===== src/rtl/ula_seq_pkg.sv =====
// Shared opcode codes, sequencer state encodings and the double-dabble step
// used by the ALU front-end sequencer.
package ula_seq_pkg;

    localparam logic [3:0] ULA_ADD  = 4'd0;
    localparam logic [3:0] ULA_SUB  = 4'd1;
    localparam logic [3:0] ULA_MULT = 4'd2;
    localparam logic [3:0] ULA_DIV  = 4'd3;
    localparam logic [3:0] ULA_AND  = 4'd4;
    localparam logic [3:0] ULA_OR   = 4'd5;
    localparam logic [3:0] ULA_XOR  = 4'd6;
    localparam logic [3:0] ULA_NOT  = 4'd7;

    localparam logic [3:0] ULA_OPC_MAX = 4'd7;

    localparam int BCD_ITERS = 8;

    typedef enum logic [2:0] {
        S_OP1  = 3'd0,
        S_OP2  = 3'd1,
        S_OPC  = 3'd2,
        S_EXEC = 3'd3,
        S_CAPT = 3'd4,
        S_BCD  = 3'd5,
        S_SHOW = 3'd6
    } state_t;

    // One double-dabble iteration on {hundreds,tens,units,binary}:
    // correct every BCD nibble >= 5, then shift the whole register left.
    function automatic logic [19:0] dabble_step(input logic [19:0] s);
        logic [19:0] t;
        t = s;
        for (int i = 0; i < 3; i++) begin
            if (t[8+4*i +: 4] >= 4'd5) begin
                t[8+4*i +: 4] = t[8+4*i +: 4] + 4'd3;
            end
        end
        return {t[18:0], 1'b0};
    endfunction

endpackage


===== src/rtl/ula_seq_bin2bcd.sv =====
// Iterative 8-bit binary to 3-digit BCD converter (one dabble step per cycle).
module bin2bcd_seq
    import ula_seq_pkg::*;
(
    input  logic        clock,
    input  logic        reset,
    input  logic        start,
    input  logic [7:0]  bin,
    output logic        busy,
    output logic [11:0] bcd,
    output logic        done_pulse
);

    logic [19:0] shreg;
    logic [19:0] shreg_next;
    logic [2:0]  iter;

    assign shreg_next = dabble_step(shreg);
    assign done_pulse = busy && (iter == 3'(BCD_ITERS - 1));

    // The converted digits are presented during the final iteration so the
    // consumer can latch them on the same edge that ends the conversion.
    assign bcd = shreg_next[19:8];

    always_ff @(posedge clock) begin
        if (!reset) begin
            shreg <= '0;
            iter  <= '0;
            busy  <= 1'b0;
        end else if (busy) begin
            shreg <= shreg_next;
            iter  <= iter + 3'd1;
            if (done_pulse) begin
                busy <= 1'b0;
            end
        end else if (start) begin
            shreg <= {12'b0, bin};
            iter  <= '0;
            busy  <= 1'b1;
        end
    end

endmodule


===== src/rtl/ula_seq.sv =====
// Button-driven sequencer that feeds operands/opcode to the 4-bit ALU,
// captures its result and converts it to BCD for the display.
module ula_seq
    import ula_seq_pkg::*;
#(
    parameter int SETTLE_CYCLES = 1
)
(
    input  logic        clock,
    input  logic        reset,
    input  logic        grab,
    input  logic [3:0]  sw,
    input  logic [7:0]  ula_result,
    output logic [3:0]  ula_op1,
    output logic [3:0]  ula_op2,
    output logic [3:0]  ula_opcode,
    output logic [7:0]  result,
    output logic [11:0] bcd,
    output logic        done,
    output logic        err,
    output logic [2:0]  stage
);

    localparam logic [3:0] SETTLE_LIM = 4'(SETTLE_CYCLES);

    state_t      state;
    logic        grab_q;
    logic        grab_rise;
    logic [3:0]  settle_cnt;
    logic        capt_err;
    logic        conv_start;
    logic        conv_busy;
    logic        conv_done;
    logic [11:0] conv_bcd;

    assign grab_rise  = grab & ~grab_q;
    assign capt_err   = (ula_opcode > ULA_OPC_MAX) ||
                        ((ula_opcode == ULA_DIV) && (ula_op2 == 4'd0));
    assign conv_start = (state == S_CAPT) && !capt_err && !conv_busy;
    assign stage      = state;

    bin2bcd_seq u_bin2bcd (
        .clock      (clock),
        .reset      (reset),
        .start      (conv_start),
        .bin        (ula_result),
        .busy       (conv_busy),
        .bcd        (conv_bcd),
        .done_pulse (conv_done)
    );

    // grab_q resets high so a button held across reset release is not an edge.
    always_ff @(posedge clock) begin
        if (!reset) begin
            state      <= S_OP1;
            grab_q     <= 1'b1;
            settle_cnt <= '0;
            ula_op1    <= '0;
            ula_op2    <= '0;
            ula_opcode <= '0;
            result     <= '0;
            bcd        <= '0;
            done       <= 1'b0;
            err        <= 1'b0;
        end else begin
            grab_q <= grab;
            case (state)
                S_OP1: begin
                    if (grab_rise) begin
                        ula_op1 <= sw;
                        state   <= S_OP2;
                    end
                end
                S_OP2: begin
                    if (grab_rise) begin
                        ula_op2 <= sw;
                        state   <= S_OPC;
                    end
                end
                S_OPC: begin
                    if (grab_rise) begin
                        ula_opcode <= sw;
                        settle_cnt <= '0;
                        state      <= S_EXEC;
                    end
                end
                S_EXEC: begin
                    if (settle_cnt == SETTLE_LIM) begin
                        state <= S_CAPT;
                    end else begin
                        settle_cnt <= settle_cnt + 4'd1;
                    end
                end
                S_CAPT: begin
                    if (capt_err) begin
                        err    <= 1'b1;
                        result <= '0;
                        bcd    <= 12'h000;
                        done   <= 1'b1;
                        state  <= S_SHOW;
                    end else if (!conv_busy) begin
                        result <= ula_result;
                        state  <= S_BCD;
                    end
                end
                S_BCD: begin
                    if (conv_done) begin
                        bcd   <= conv_bcd;
                        done  <= 1'b1;
                        state <= S_SHOW;
                    end
                end
                S_SHOW: begin
                    if (grab_rise) begin
                        done  <= 1'b0;
                        err   <= 1'b0;
                        state <= S_OP1;
                    end
                end
                default: begin
                    state <= S_OP1;
                end
            endcase
        end
    end

endmodule


===== config.mk =====
export PLATFORM = sky130hd
export DESIGN_NAME = ula_seq
export DESIGN_NICKNAME = d
export VERILOG_FILES = /design/src/rtl/ula_seq_pkg.sv /design/src/rtl/ula_seq_bin2bcd.sv /design/src/rtl/ula_seq.sv
export SDC_FILE = /design/constraint.sdc
export NUM_CORES = 1
export LEC_CHECK = 0
export CORE_MARGIN = 3
export CORE_UTILIZATION = 40
export DETAILED_ROUTE_END_ITERATION = 10
export DONT_BUFFER_PORTS = 1
export PLACE_DENSITY = 0.57
export SLEW_MARGIN = 20
export SYNTH_ARGS = -nofsm -noshare
export SYNTH_HDL_FRONTEND = slang
export SYNTH_SLANG_ARGS = --single-unit

===== constraint.sdc =====
create_clock -name clock -period 2 [get_ports clock]
set_input_delay 0.6 -clock clock [delete_from_list [all_inputs] [get_ports clock]]
set_output_delay 0.6 -clock clock [all_outputs]
set_load 0.005 [all_outputs]

==> metrics.txt, run 1 <==
CP required=2230 ps; busiest layer in global routing=met2; clk_lat worst skew=approximately 340 ps; largest family of logic cells by synthesized area=simple AND/OR/NAND/NOR gates; HP Class=primary input to flip-flop; cts repair resizes=0; antenna violations before repair=0; reg2reg setup slack=230 ps; average wire per standard cell=around 15 um; Pwr Density=835 nW/um2; CTS tree=built; CTS clk-pin slew, worst paths=70 ps; die extent in x=93.0 um; Site Rows=31; # Post-CTS Setup Buffers=0; Synth Area in Compound Gates=about 18%; I/O pin cnt=52; largest net degree at the start of global routing=34; count of state elements after synthesis=66; CTS buffer count=9; Synth Flop Type=dfxtp_1; Clock Skew=9.19 ps; met3 Use GR=6.60%; crit start category=flip-flop; Final Hold Violating Endpoints=0; drt total wl=6540 um; Mapped Nets=364; sequential share of the synthesized area=between 40 and 50%; hold buffer count at CTS=0; pre-CTS WS=~210 ps; crit path DAT=2000 ps; outcome=completed; final setup fails=0; simple logic cell fraction of the synthesized area=a little over a fifth; clock sink count=66; TritonRoute pass-1 iters=5; Synth cell types=47; n_diodes=0; Lkg Pwr=1.25 nW; Tightest Pin Transition=562 ps; clk buf depth=2; Synth Area in XOR/XNOR=1.45%; Syn Area/Cell=8.94 um2; FFs w/ async S/R, synth=0%; gp weighted congestion=about 0.77; ranking of synthesized cells by area=dfxtp_1, nand2_1, mux2i_1, ha_1, nor2_1; max-slew violation count=0; post-route ant nets=0; Die H=slightly above 90 um; cell taking the most area after synthesis=dfxtp_1; routed vias=2,309; Initial Util=41.5%; Yosys warning count=0; core footprint=7290 um2; Post-synth EDFFs=0; Post-layout nets=367; fillers=about 740; drt initial violations=around 110; fin crit period=between 1500 and 2000 ps; Worst slew margin=62.4%; Max VDD drop=0.479 mV; maximum clock rate=roughly 0.56 GHz; FF/Latch Area=1320 um2; vias in the first global route=2,211; grt total ovfl=0; first-pass GRT wire length=approximately 11,000 um; area delta synth->final=10.7%; final period utilization=about nine tenths; CP Max Fanout=14; post-synthesis cell count=339; Worst setup EP type=flip-flop; grt met1 use=around a fifth; mux share of post-synthesis cell area=around 6.4%; H-tree lvl count=3; grt met2 use=24.8%; Root Driver=clkbuf_8; post-DR vias/cell=5.19; CP Class=flip-flop to flip-flop; layout cells sized above 1=between 10 and 15%; drc violations=0; Port-buffer cells=0; number of max-cap violations=0; setup TNS=0 ps; post-synthesis adder-cell area fraction=under 10%; RSZ-0062 raised after global routing=false; post-synth top area share=about 44%; multi-input logic area=1560 um2; final worst slack=roughly 230 ps; Total GRT Usage=around 16%; Die Area=just under 9000 um2; post-synthesis cell area=3030 um2; DP HPWL=4540 um
[per-stage QoR]
step	power, mW	utilization, %	hold WS [ps]	cell area, um2	std cells
floorplan	1.58	-	432	3030	339
global placement	1.61	43.0	446	3140	430
detailed placement	1.62	43.0	448	3140	430
CTS	2.86	46.0	321	3350	445
global route	2.93	46.0	317	3350	445
finish	2.80	46.0	345	3350	445
[kinds of logic after synthesis]
| logic type | count (synthesis) |
|---|---|
| adders and majority gates | 10 |
| and+or+nand+nor | 129 |
| DFF | 66 |
| xor gates and xnor gates | 5 |
| buffers and inverters | 32 |
| AOI/OAI and AO/OA | 78 |
| muxes | 19 |
[worst paths after layout]
path	start	end	depth (start not counted)
setup / recovery	stage[2]	u_bin2bcd.shreg[18]	5
hold / removal	reset	grab_q	1
setup reg to reg	stage[2]	u_bin2bcd.shreg[18]	5
hold reg to reg	u_bin2bcd.shreg[0]	u_bin2bcd.shreg[0]	2
[power breakdown]
group	internal [mW]	switching, mW
clock	0.727	0.492
sequential	1.34	0.0447
combinational	0.0905	0.111
total	2.16	0.647
[layer usage]
metal	share of wire, %	vias to the layer above	wire length, um
li1	-	1194	-
met1	46	1042	3030
met2	46	59	2980
met3	6.6	14	430
met4	1.6	0	104
met5	0	-	0
[registers in the layout, indices dropped and copies added, names as in the netlist]
register	flops
ula_op2	4
ula_opcode	4
stage	3
ula_op1	4
err	1
grab_q	1
result	8
u_bin2bcd.iter	3
settle_cnt	4
bcd	12
done	1
u_bin2bcd.shreg	20
u_bin2bcd.busy	1
[cells in the mapped netlist (2+ instances only)]
master    instances
xor2_1            2
a21oi_1          22
dfxtp_1          66
a31oi_1          10
mux2_2            4
nor2_1           32
nand2_1          41
nand3b_1          2
o22ai_1           6
o31ai_2           4
o31ai_1           5
and2_1            5
o21ai_0          11
ha_1             10
nand2b_1          4
nor3b_1           5
o21ai_1           4
inv_1            12
nand4_1           3
or3b_4            2
clkbuf_1         12
a22o_1            8
nor2b_1           3
buf_2             3
and3_1            2
buf_6             3
xnor2_1           3
nand3_1          22
mux2i_1          15
[area by class of cell]
type | instances | area share (%)
Sequential cell | 66 | 39.4
Clock buffer | 10 | 4.10
Clock inverter | 5 | 2.35
Timing Repair Buffer | 12 | 2.69
Inverter | 12 | 1.34
Tap cell | 99 | 3.69
Multi-Input combinational cell | 241 | 46.4
[layout by cell type (no fill, tap or decap), types with 2 or more instances in the layout]
cell        n
o21ai_0    11
dfxtp_1    66
nand3_1    22
xor2_1      2
nor2b_1     3
nand2b_1    4
nor3b_1     5
bufinv_16   2
a21oi_1    22
clkinv_2    2
clkbuf_8   10
and2_1      5
buf_4      12
and3_1      2
nand2_1    41
o31ai_2     4
a22o_1      8
or3b_4      2
mux2_2      4
nand3b_1    2
o31ai_1     5
ha_1       10
a31oi_1    10
o21ai_1     4
nand4_1     3
mux2i_1    15
inv_1      12
nor2_1     32
o22ai_1     6
xnor2_1     3
[worst max-delay path, cell delays in order, from the launching register on]
cell and delay (ps):
dfxtp_1 520, or3b_4 450, a211oi_4 190, buf_4 260
o22ai_1 100, and2_1 160
Power figures use the tool's default switching activity.
==> inputs of run 2 (changes only) <==
SKIP_LAST_GASP = 1   (was not set)
==> results of run 2 <==
The final DEF is identical to that of run 1; final timing and power are the same.
